--- config.mk ---
export PLATFORM = sky130hd
export DESIGN_NAME = alu_pipe_flat
export DESIGN_NICKNAME = d
export VERILOG_FILES = /design/src/rtl/alu_pipe_if.sv /design/src/rtl/alu_pipe.sv /design/src/flat_wrapper.sv
export SDC_FILE = /design/constraint.sdc
export NUM_CORES = 1
export LEC_CHECK = 0
export ABC_AREA = 1
export CAP_MARGIN = 20
export CORE_UTILIZATION = 40
export CTS_BUF_LIST = sky130_fd_sc_hd__clkbuf_4 sky130_fd_sc_hd__clkbuf_8
export CTS_CLUSTER_SIZE = 8
export DETAILED_ROUTE_END_ITERATION = 7
export PLACE_DENSITY = 0.69
export REMOVE_ABC_BUFFERS = 1
export SLEW_MARGIN = 20
export SYNTH_ARGS = -nofsm -noshare
export SYNTH_HDL_FRONTEND = slang
export SYNTH_SLANG_ARGS = --single-unit
--- constraint.sdc ---
create_clock -name clk -period 4.2 [get_ports clk]
set_input_delay 0.42 -clock clk [delete_from_list [all_inputs] [get_ports clk]]
set_output_delay 0.42 -clock clk [all_outputs]
set_load 0.01 [all_outputs]
--- src/rtl/alu_pipe_if.sv ---
// Operand/result handshake bundle for alu_pipe: valid/ready on both sides plus payload and flags.
interface alu_pipe_if #(
    parameter int unsigned WIDTH = 16
);
    logic             in_valid;
    logic             in_ready;
    logic [WIDTH-1:0] in1;
    logic [WIDTH-1:0] in2;
    logic [3:0]       op;
    logic             neg1;
    logic             neg2;
    logic             out_valid;
    logic             out_ready;
    logic [WIDTH-1:0] out;
    logic             cOut;
    logic             ovf;
    logic             zero;
    logic             gZero;

    modport master (
        output in_valid, in1, in2, op, neg1, neg2, out_ready,
        input  in_ready, out_valid, out, cOut, ovf, zero, gZero
    );

    modport slave (
        input  in_valid, in1, in2, op, neg1, neg2, out_ready,
        output in_ready, out_valid, out, cOut, ovf, zero, gZero
    );
endinterface

--- src/rtl/alu_pipe.sv ---
// Two-stage pipelined ALU: S1 holds conditioned operands, S2 holds the registered result and flags.
module alu_pipe #(
    parameter int unsigned WIDTH = 16
) (
    input  logic          clk,
    input  logic          rst,
    alu_pipe_if.slave     bus
);
    localparam int unsigned SHW  = $clog2(WIDTH);
    localparam int unsigned HALF = WIDTH / 2;

    typedef struct packed {
        logic [WIDTH-1:0] a;
        logic [WIDTH-1:0] b;
        logic [3:0]       op;
    } s1_t;

    typedef struct packed {
        logic [WIDTH-1:0] res;
        logic             cout;
        logic             ovf;
        logic             zero;
        logic             gzero;
    } s2_t;

    logic s1_valid;
    logic s2_valid;
    s1_t  s1_q;
    s1_t  s1_d;
    s2_t  s2_q;
    s2_t  s2_d;
    logic s2_adv_c;

    // Operand conditioning happens before S1 so the stage holds in1c/in2c directly.
    always_comb begin
        s1_d    = '0;
        s1_d.a  = bus.neg1 ? (~bus.in1 + WIDTH'(1)) : bus.in1;
        s1_d.b  = bus.neg2 ? ~bus.in2 : bus.in2;
        s1_d.op = bus.op;
    end

    assign s2_adv_c     = !s2_valid || bus.out_ready;
    assign bus.in_ready = !s1_valid || s2_adv_c;

    always_ff @(posedge clk) begin
        if (!rst) begin
            s1_valid <= 1'b0;
            s1_q     <= '0;
        end else if (bus.in_ready) begin
            s1_valid <= bus.in_valid;
            if (bus.in_valid) begin
                s1_q <= s1_d;
            end
        end
    end

    // Result datapath evaluated on the S1 contents.
    always_comb begin
        logic [WIDTH-1:0] a;
        logic [WIDTH-1:0] b;
        logic [SHW-1:0]   sh;
        logic [WIDTH:0]   sum;
        logic             add_ovf;
        logic [WIDTH-1:0] rev;

        a       = s1_q.a;
        b       = s1_q.b;
        sh      = s1_q.b[SHW-1:0];
        sum     = {1'b0, a} + {1'b0, b};
        add_ovf = (a[WIDTH-1] == b[WIDTH-1]) && (sum[WIDTH-1] != a[WIDTH-1]);
        rev     = '0;
        for (int i = 0; i < int'(WIDTH); i++) begin
            rev[i] = a[int'(WIDTH) - 1 - i];
        end

        s2_d = '0;
        casez (s1_q.op)
            4'b0000: s2_d.res = a << sh;
            4'b0001: s2_d.res = a >> sh;
            4'b0010: s2_d.res = (a << sh) | (a >> (WIDTH - 32'(sh)));
            4'b0011: s2_d.res = (a >> sh) | (a << (WIDTH - 32'(sh)));
            4'b0100: begin
                s2_d.res  = sum[WIDTH-1:0];
                s2_d.cout = sum[WIDTH];
                s2_d.ovf  = add_ovf;
            end
            4'b0101: s2_d.res = a & b;
            4'b0110: s2_d.res = a ^ b;
            4'b0111: begin
                s2_d.ovf = add_ovf;
                if (!add_ovf) begin
                    s2_d.res = sum[WIDTH-1:0];
                end else if (a[WIDTH-1]) begin
                    s2_d.res = {1'b1, {(WIDTH-1){1'b0}}};
                end else begin
                    s2_d.res = {1'b0, {(WIDTH-1){1'b1}}};
                end
            end
            4'b10??: s2_d.res = rev;
            4'b11??: s2_d.res = {a[HALF-1:0], b[HALF-1:0]};
            default: ;
        endcase
        s2_d.zero  = (s2_d.res == '0);
        s2_d.gzero = !s2_d.res[WIDTH-1] && (s2_d.res != '0);
    end

    // S2 only loads when the consumer side can advance; otherwise the result is held.
    always_ff @(posedge clk) begin
        if (!rst) begin
            s2_valid <= 1'b0;
            s2_q     <= '0;
        end else if (s2_adv_c) begin
            s2_valid <= s1_valid;
            if (s1_valid) begin
                s2_q <= s2_d;
            end
        end
    end

    assign bus.out_valid = s2_valid;
    assign bus.out       = s2_q.res;
    assign bus.cOut      = s2_q.cout;
    assign bus.ovf       = s2_q.ovf;
    assign bus.zero      = s2_q.zero;
    assign bus.gZero     = s2_q.gzero;
endmodule

--- src/flat_wrapper.sv ---
// flat-port wrapper written by rule: the top's interface ports become plain ports
module alu_pipe_flat 
#(
    parameter int unsigned WIDTH = 16
)
  (clk, rst, bus_in_valid, bus_in1, bus_in2, bus_op, bus_neg1, bus_neg2, bus_out_ready, bus_in_ready, bus_out_valid, bus_out, bus_cOut, bus_ovf, bus_zero, bus_gZero);
  alu_pipe_if #(.WIDTH(WIDTH)) bus_i ();
  input  logic clk;
  input  logic rst;
  input wire logic [$bits(bus_i.in_valid)-1:0] bus_in_valid;
  input wire logic [$bits(bus_i.in1)-1:0] bus_in1;
  input wire logic [$bits(bus_i.in2)-1:0] bus_in2;
  input wire logic [$bits(bus_i.op)-1:0] bus_op;
  input wire logic [$bits(bus_i.neg1)-1:0] bus_neg1;
  input wire logic [$bits(bus_i.neg2)-1:0] bus_neg2;
  input wire logic [$bits(bus_i.out_ready)-1:0] bus_out_ready;
  output wire logic [$bits(bus_i.in_ready)-1:0] bus_in_ready;
  output wire logic [$bits(bus_i.out_valid)-1:0] bus_out_valid;
  output wire logic [$bits(bus_i.out)-1:0] bus_out;
  output wire logic [$bits(bus_i.cOut)-1:0] bus_cOut;
  output wire logic [$bits(bus_i.ovf)-1:0] bus_ovf;
  output wire logic [$bits(bus_i.zero)-1:0] bus_zero;
  output wire logic [$bits(bus_i.gZero)-1:0] bus_gZero;
  assign bus_i.in_valid = bus_in_valid;
  assign bus_i.in1 = bus_in1;
  assign bus_i.in2 = bus_in2;
  assign bus_i.op = bus_op;
  assign bus_i.neg1 = bus_neg1;
  assign bus_i.neg2 = bus_neg2;
  assign bus_i.out_ready = bus_out_ready;
  assign bus_in_ready = bus_i.in_ready;
  assign bus_out_valid = bus_i.out_valid;
  assign bus_out = bus_i.out;
  assign bus_cOut = bus_i.cOut;
  assign bus_ovf = bus_i.ovf;
  assign bus_zero = bus_i.zero;
  assign bus_gZero = bus_i.gZero;
  alu_pipe #(.WIDTH(WIDTH)) u_core (.clk(clk), .rst(rst), .bus(bus_i));
endmodule
Yosys cells after proc, flatten, opt, wreduce, memory -nomap -nowiden
Cells that the tools add are included.
W data, S select, Z words.
{"block": "classes", "addsub": 3, "eq_ne": 11, "n_shift": 4, "mux": 7, "bitwise": 6, "n_reduce_logical": 13}
{"operator": "$pmux W16 S10", "count": 1}
{"operator": "$mux W16", "count": 4}
{"operator": "$not A16 Y16", "count": 2}
{"operator": "$or A16 B16 Y16", "count": 2}
{"operator": "$shl A16 B32 Y16", "count": 1}
{"operator": "$shr A16 B32 Y16", "count": 1}
{"operator": "$add A16 B16 Y17", "count": 1}
{"operator": "$add A16 B1 Y16 const B", "count": 1}
{"operator": "$and A16 B16 Y16", "count": 1}
{"operator": "$eq A4 B3 Y1 const B", "count": 4}
{"operator": "$logic_not A16 Y1", "count": 1}
{"operator": "$reduce_bool A16 Y1", "count": 1}
{"operator": "$shl A16 B4 Y16", "count": 1}
{"operator": "$shr A16 B4 Y16", "count": 1}
{"operator": "$xor A16 B16 Y16", "count": 1}
{"operator": "$eq A4 B2 Y1 const B", "count": 2}
{"operator": "$sub A5 B4 Y6 const A", "count": 1}
{"operator": "$eq A2 B2 Y1 const B", "count": 2}
{"operator": "$eq A4 B1 Y1 const B", "count": 1}
{"operator": "$logic_not A4 Y1", "count": 1}
{"operator": "$reduce_and A2 Y1", "count": 2}
{"operator": "$logic_not A1 Y1", "count": 3}
{"operator": "$logic_and A1 B1 Y1", "count": 2}
{"operator": "$logic_or A1 B1 Y1", "count": 2}
{"operator": "4 further kinds", "count": 5}
{"block": "totals", "regBits": 58, "inputBits": 42, "out_inout_bits": 22, "word_cells": 54}

Depth between registers and ports, before layout
{"block": "depth", "word_depth": 7, "mapped_depth": 22, "mapped_depth_nobuf": 20}

Worst setup path after synthesis
No wires, ideal clock.
{"block": "synth_path", "path_type": "register to register", "start": "reg u_core.s1_q[5] (netlist name)", "end": "reg u_core.s2_q, in the netlist u_core.bus.gZero", "setup_ns": 0.123, "t_arrival_ns": 2.532, "required_ns": 4.077, "slack_ns": 1.545, "path_stages_with_launch": 21, "n_path_buf": 2, "synth_period_minus_slack_ns": 2.655, "path_cell_list": "dfxtp_1 > inv_2 > clkbuf_1 > ha_1 > inv_1 > clkbuf_1 > nand3_1 > o21ai_1 > nor2_1 > nand2_1 > nand3_1 > nand2_1 > inv_1 > nor2_1 > nand2_1 > nand2_1 > nand2_1 > nor2_1 > nand2_1 > o21bai_1 > a21oi_1"}
{"block": "synth_via", "elab_chain_len": 7, "word_cells_on_any_way": 17, "cone_classes": "2 x add/sub; 1 x eq/ne; 4 x shift; 2 x mux; 4 x bitwise; 4 x reduce/logical"}
{"item": "from (decl)", "line_no": "alu_pipe.sv:28", "text": "s1_t s1_q;"}
{"item": "from (signal assigned)", "line_no": "alu_pipe.sv:48", "text": "s1_q <= '0;"}
{"item": "from (signal assigned)", "line_no": "alu_pipe.sv:52", "text": "s1_q <= s1_d;"}
{"item": "branches (longest 4 deep; another with $sub A5 B4 Y6)"}
{"item": "$pmux W16 S10 (*)", "line_no": "alu_pipe.sv:77", "text": "casez (s1_q.op)"}
{"item": "$reduce_bool A16 Y1 or $logic_not A1 Y1 (tied branches)", "line_no": "alu_pipe.sv:104", "text": "s2_d.gzero = !s2_d.res[WIDTH-1] && (s2_d.res != '0);"}
{"item": "$logic_and A1 B1 Y1 (*)", "line_no": "alu_pipe.sv:104"}
{"item": "to (signal assigned)", "line_no": "alu_pipe.sv:111", "text": "s2_q <= '0;"}
{"item": "to (signal assigned)", "line_no": "alu_pipe.sv:115", "text": "s2_q <= s2_d;"}
{"item": "to (decl)", "line_no": "alu_pipe.sv:30", "text": "s2_t s2_q;"}
Every way passes the cells marked *.
A chain may end at the register's enable or synchronous reset.

Worst setup path in the final report
{"block": "layout_path", "start": "reg u_core.s1_q[6] (netlist name)", "end": "reg u_core.s2_q, in the netlist u_core.bus.gZero"}
Same word-level chain as after synthesis.

==> out/qor.tcl <==
set qor(netlist_top_cells_area) {nand2_1, nand3_1, dfxtp_1}
set qor(worst_path_fanout_max) 13
set qor(yosysUniqueCellTypes) 40
set qor(postSynth.asyncResetShare) 0
set qor(timing.critical_path.buf_inv) 0
set qor(reg2reg_setup_slack_ns) 0.72
set qor(synth_xor_area_frac) 0.0435
set qor(via_density_per_instance) 5.72
set qor(final.setup_skew_ns) 0.0126
set qor(cts_tree) {yes}
set qor(fmaxAchievable_ghz) 0.288
set qor(tightest_slew_ns) 1.00
set qor(setup_viol_count_final) 0
set qor(cp_top_family) {simple AND/OR/NAND/NOR gates}
set qor(cts_setup_buffers) 0
set qor(number_of_antenna_violations_at_the_first_check_in_global_routing) 0
set qor(critical_path.endpoint_type) {register}
set qor(critPathArrivalTime_ns) 3.72
set qor(post_cts_hold_buffer_count) 0
set qor(maximum_number_of_pins_on_one_net_before_global_route_repair) 45
set qor(regToRegStartpoint) {u_core.s1_q[6]$_SDFFE_PN0P_}
set qor(synth-seq-area-share) 0.165
set qor(max_cap_viol_count) 0
set qor(synth_compound_gate_area_share) 0.130
set qor(io_buffers) 63
set qor(cp-endpoint) {u_core.bus.gZero$_SDFFE_PN0P_}
set qor(clock_path_buffers) 2
set qor(synth-main-ff-cell) {dfxtp_1}
set qor(detailedRoute.firstPassIterationCount) 8
set qor(yosys.area_share.simple) 0.527
set qor(synth.mux.area_fraction) 0
set qor(cts_sink_count) 58
set qor(final_net_count) 1418
set qor(die_w_um) 135
set qor(r2r_end) {u_core.bus.gZero$_SDFFE_PN0P_}
set qor(final.setup.tns_ns) 0
set qor(synth_largest_area_cell) {nand2_1}
set qor(count_of_endpoints_failing_hold_in_the_final_timing_report) 0
set qor(critical_path.startpoint_type) {register}
set qor(synth_edf_count) 0
set qor(grt_setup_unrepaired) {no}
set qor(critPathLaunch) {u_core.s1_q[6]$_SDFFE_PN0P_}
set qor(yosys_warnings) 0
set qor(post_cts_resized) 0
set qor(netlist_area_um2) 7040
set qor(die_area_um2) 18100
set qor(cell_depth_of_the_worst_setup_path) 16
set qor(worst_skew_pair.late_latency_ns) 0.38
set qor(cts_h_tree_lvls) 3
set qor(power_per_cell_area_nw_per_um2) 317
set qor(num_vias) 9070
set qor(die_ht_um) 135
set qor(combinational_family_with_the_most_area_after_synthesis) {simple AND/OR/NAND/NOR gates}
set qor(detail_route.wl_per_cell_um) 18.0
set qor(clk_pin_slew_worst_paths_ns) 0.07
set qor(start_util) 0.409
set qor(number_of_global_route_vias_before_repair) 7754
set qor(min_period_over_period) 0.828
set qor(cells_after_synth) 1329
set qor(detail_route.drc_violations) 0
set qor(cts_root_buffer) {clkbuf_8}
set qor(num_io_pins) 64
set qor(layout-drive-gt1-share) 0.0404
set qor(layout_commonest_cell) {nand2_1}
set qor(hold_class) {register to register}
set qor(worst_slew_margin_rel) 0.333
set qor(grt_pass1_wl_mm) 43.7
set qor(crit_chain) {ha_1 > or2_1 > nand3_1 > nand2_1 > nand2_1 > nand4_1 > nand2_1 > nand2_1 > nand2_1 > nand2_1 > nand2_1 > nand2_1 > nor2_1 > nand2_1 > o21bai_1 > a21oi_1}
set qor(vdd_ir_drop_max_uv) 161
set qor(fp.coreArea_um2) 17200
set qor(antenna_cells_inserted) 0
set qor(worst_path_max_delay_cell) {dfxtp_1}
set qor(ant_nets_after_route) 0
set qor(outcome) {completed}
set qor(total_power_uw) 2540
set qor(detailed_place_hpwl_mm) 22.2
set qor(layout_common_cells) {nand2_1, nand3_1, nor2_1}
set qor(synth_fa_ha_area_frac) 0.0366
set qor(path_class) {register to register}
set qor(global_route.usage.total) 0.318
set qor(std_cell_rows) 48
set qor(slew_viol_final) 0
set qor(worst_ep_required_time_ns) 4.44
set qor(detail_route.iter0.violations) 1007
set qor(power.leakage_uw) 0.00393
set qor(totalWireLength_mm) 28.6
set qor(gp_congestion) 1.03
set qor(cp_slowest_stage_delay_ns) 0.70
set qor(synth_largest_type_area_fraction) 0.246
set qor(avgSynthCellArea_um2) 5.30
set qor(grt_remaining_overflow) 0
set qor(clock_buffers_created_by_tritoncts) 9
set qor(critPathMostFrequentCell) {nand2_1}
set qor(timing.final.crit_period_ns) 3.48
set qor(ff2ff_path_depth) 16
set qor(yosys_reg_bits) 58
set qor(area_growth_syn_to_layout_pct) 13.9
logic make-up (layout without fill, tap and decap cells):
family | count (synthesis) | after routing
buffers and inverters | 170 | 202
adder cells (fa/ha/maj) | 20 | 20
flip-flops | 58 | 58
XOR/XNOR | 32 | 32
AND/OR/NAND/NOR | 876 | 876
AO/OA/AOI/OAI | 173 | 173
worst min path at each step:
stage / end / depth (start not counted) / slack [ns] / from
floorplan: u_core.s1_q[10]$_SDFFE_PN0P_ / 2 / 0.45 / u_core.s1_q[10]$_SDFFE_PN0P_
global placement: u_core.bus.cOut$_SDFFE_PN0P_ / 2 / 0.46 / u_core.bus.cOut$_SDFFE_PN0P_
detailed placement: u_core.bus.ovf$_SDFFE_PN0P_ / 2 / 0.46 / u_core.bus.ovf$_SDFFE_PN0P_
CTS: u_core.bus.ovf$_SDFFE_PN0P_ / 2 / 0.47 / u_core.bus.ovf$_SDFFE_PN0P_
global route: u_core.bus.ovf$_SDFFE_PN0P_ / 2 / 0.49 / u_core.bus.ovf$_SDFFE_PN0P_
finish: u_core.bus.ovf$_SDFFE_PN0P_ / 2 / 0.47 / u_core.bus.ovf$_SDFFE_PN0P_
worst register-to-register path, stage by stage, from the launching register on:
cell      delay (ns)
dfxtp_1         0.70
ha_1            0.42
or2_1           0.31
nand3_1         0.11
nand2_1         0.10
nand2_1         0.12
nand4_1         0.42
nand2_1         0.22
nand2_1         0.17
nand2_1         0.12
nand2_1         0.06
nand2_1         0.14
nand2_1         0.07
nor2_1          0.09
nand2_1         0.08
o21bai_1        0.15
a21oi_1         0.08
cell type report:
type                            instances  area (µm²)
Fill cell                            1934        9220
Inverter                              110         413
Clock buffer                           11         145
Sequential cell                        58        1160
Tap cell                              225         282
Timing Repair Buffer                   76         748
Multi-Input combinational cell       1101        5190
Clock inverter                          5        77.6
cell usage after synthesis (2+ instances only):
| cell type | n |
|---|---|
| nand2_1 | 461 |
| nand3_1 | 233 |
| nor2_1 | 139 |
| inv_1 | 100 |
| a21oi_1 | 79 |
| o21ai_0 | 68 |
| dfxtp_1 | 58 |
| clkbuf_1 | 35 |
| ha_1 | 19 |
| xor2_1 | 17 |
| buf_2 | 14 |
| nor3_1 | 14 |
| xnor2_1 | 13 |
| inv_2 | 9 |
| o22ai_1 | 8 |
| nand3b_1 | 6 |
| buf_1 | 5 |
| nand3_2 | 5 |
| nand4_1 | 5 |
| o221ai_1 | 5 |
| nor2_2 | 4 |
| buf_4 | 3 |
| buf_6 | 3 |
| o211ai_1 | 3 |
| o21ai_1 | 3 |
| o21bai_1 | 3 |
| or2_2 | 3 |
| a31oi_1 | 2 |
through the flow:
stage,utilization,hold WS (ns),worst slack (ns),std cells,instance area (µm²)
3_3_place_gp,0.452,0.458,0.789,1569,7780
6_report,0.465,0.467,0.722,1586,8020
3_5_place_dp,0.452,0.459,0.819,1569,7780
5_1_grt,0.465,0.494,0.418,1586,8020
2_1_floorplan,-,0.448,0.400,1269,6770
4_1_cts,0.464,0.471,0.798,1585,8010
sequential cells by signal (all words and copies together), names as in the netlist:
| register | count |
|---|---|
| u_core.bus.zero | 1 |
| u_core.s1_valid | 1 |
| u_core.bus.ovf | 1 |
| u_core.bus.gZero | 1 |
| u_core.s1_q | 36 |
| u_core.bus.out | 16 |
| u_core.bus.out_valid | 1 |
| u_core.bus.cOut | 1 |
power by group:
| group | switching (µW) | internal, µW |
|---|---|---|
| registers | 58.5 | 594 |
| logic | 876 | 413 |
| clock network | 246 | 354 |
metal layers:
layer	share of wire	track usage
met3	0.095	0.0522
met2	0.43	0.485
met4	0.050	0.159
met5	0	0
met1	0.42	0.432
Note: power is estimated with default switching activity, not from simulation.
==> RTL change, RTL diff (same flow settings) <==
`WIDTH` is set to 16 in 3 places; all go to 8.
--- a/src/rtl/alu_pipe_if.sv
+++ b/src/rtl/alu_pipe_if.sv
@@ -1,6 +1,6 @@
 // Operand/result handshake bundle for alu_pipe: valid/ready on both sides plus payload and flags.
 interface alu_pipe_if #(
-    parameter int unsigned WIDTH = 16
+    parameter int unsigned WIDTH = 8
 );
     logic             in_valid;
     logic             in_ready;
--- a/src/rtl/alu_pipe.sv
+++ b/src/rtl/alu_pipe.sv
@@ -1,6 +1,6 @@
 // Two-stage pipelined ALU: S1 holds conditioned operands, S2 holds the registered result and flags.
 module alu_pipe #(
-    parameter int unsigned WIDTH = 16
+    parameter int unsigned WIDTH = 8
 ) (
     input  logic          clk,
     input  logic          rst,
--- a/src/flat_wrapper.sv
+++ b/src/flat_wrapper.sv
@@ -1,7 +1,7 @@
 // flat-port wrapper written by rule: the top's interface ports become plain ports
 module alu_pipe_flat 
 #(
-    parameter int unsigned WIDTH = 16
+    parameter int unsigned WIDTH = 8
 )
   (clk, rst, bus_in_valid, bus_in1, bus_in2, bus_op, bus_neg1, bus_neg2, bus_out_ready, bus_in_ready, bus_out_valid, bus_out, bus_cOut, bus_ovf, bus_zero, bus_gZero);
   alu_pipe_if #(.WIDTH(WIDTH)) bus_i ();
Ports: changed (resized bus_in1, bus_in2 and bus_out); port bits go from 64 to 40. No check against the original RTL was run, so the function may have changed too.
==> RTL change against the unedited design <==
- first-iteration DRC count fell by 69%
- power down 51%
- setup slack improved by 41 ps
- critical endpoint unchanged
- final area is 51% lower
- sequential share of layout area increased by 3.0 points
- wire length shrank 61%
- final cell count decreased by 54%
- sequential cell count is 24 lower
- combinational power shrank 63%
- area after synthesis shrank 52%
==> RTL change: results (changes against the unedited design) <==
* Multi-input gates: 480 (-56%)
- Cells after DPL: 715 (-54%)
* First-pass GRT wire length: 18100 um (-59%)
* Hold_sp: u_core.bus.cOut$_SDFFE_PN0P_
- Status: completed
- The worst-path maximum fanout was 18 (+5).
- VDD IR max: 0.000134 V (-16%)
- Met1 layer wirelength in the final routing: 5000 um (-59%)
- RePlAce Congestion: 0.980 (-4.8%)
- Post-placement cell area: 0.00376 mm^2 (-52%)
- Worst setup slack after placement: 848 ps (+29.2 ps)
* Fraction of standard cell area in multi-input logic: 0.602 (-0.0460)
- Total length of routed met2 wires: 5050 um (-59%)
- The total via count in the routed design was 3954 (-56%).
- The relative area of clock buffers and inverters in the final design is 0.0353 (+0.00752).
- The number of buffers added by the clock tree synthesis step was 5 (-4).
- Total of fill cells in the finished design: 905 (-53%)
- Met3 usage: 0.0259 (-0.0263)
* Per-instance average area after synthesis: 5.67 um^2 (+6.9%)
- The HPWL after detailed placement came to 8700 um (-61%).
- Met1 Track Usage GR: 0.373 (-0.0587)
- Number of iterations in the first detailed-routing pass: 5 (-3)
- The non-clock buffer share of cell area was 0.100 (+0.00680).
- Launch instance of the worst register-to-register path: u_core.s1_q[5]$_SDFFE_PN0P_
- Worst hold slack: 486 ps (+19.0 ps)
- Post-layout nets: 655 (-54%)
- The depth of the most critical reg-to-reg path came to 15 (-1).
- Synth unique cells: 37 (-7.5%)
- Wire length on met3: 715 um (-74%)
* Leakage power total: 1.91 nW (-51%)
- The number of flip-flops in the largest register was 20 (-44%).
- Die W: 93.7 um (-30%)
* Seq. cell area: 681 um^2 (-41%)
- The number of vias per cell came to 5.47 (-4.4%).
- Met2 Usage GRT: 0.431 (-0.0534)
- The initial detailed-routing violation count was 308 (-69%).
* Setup slack after layout: 764 ps (+41.4 ps)
[RTL change: changes by cell type in the layout (fill, tap and decap cells not counted), sizes merged, moves of 9 or more]
cell | unedited run | this run
nand2 | 462 | 202
nand3 | 238 | 87
nor2 | 144 | 51
inv | 109 | 56
a21oi | 79 | 47
o21ai | 71 | 42
clkdlybuf4s50 | 63 | 39
dfxtp | 58 | 34
buf | 13 | 0
xor2 | 18 | 7
nor3 | 15 | 6
[RTL change: logic make-up after synthesis]
| group | count (synthesis) | synth area share |
|---|---|---|
| AO/OA/AOI/OAI | 99 | 0.156 |
| XOR/XNOR | 14 | 0.0365 |
| adder cells (fa/ha/maj) | 12 | 0.0469 |
| buffers and inverters | 79 | 0.0994 |
| flip-flops | 34 | 0.203 |
| AND/OR/NAND/NOR | 355 | 0.458 |
[RTL change: report_power, final]
group          internal, W  switching [W]
registers         0.000347      0.0000365
logic             0.000169       0.000310
clock network     0.000238       0.000135
total             0.000755       0.000481
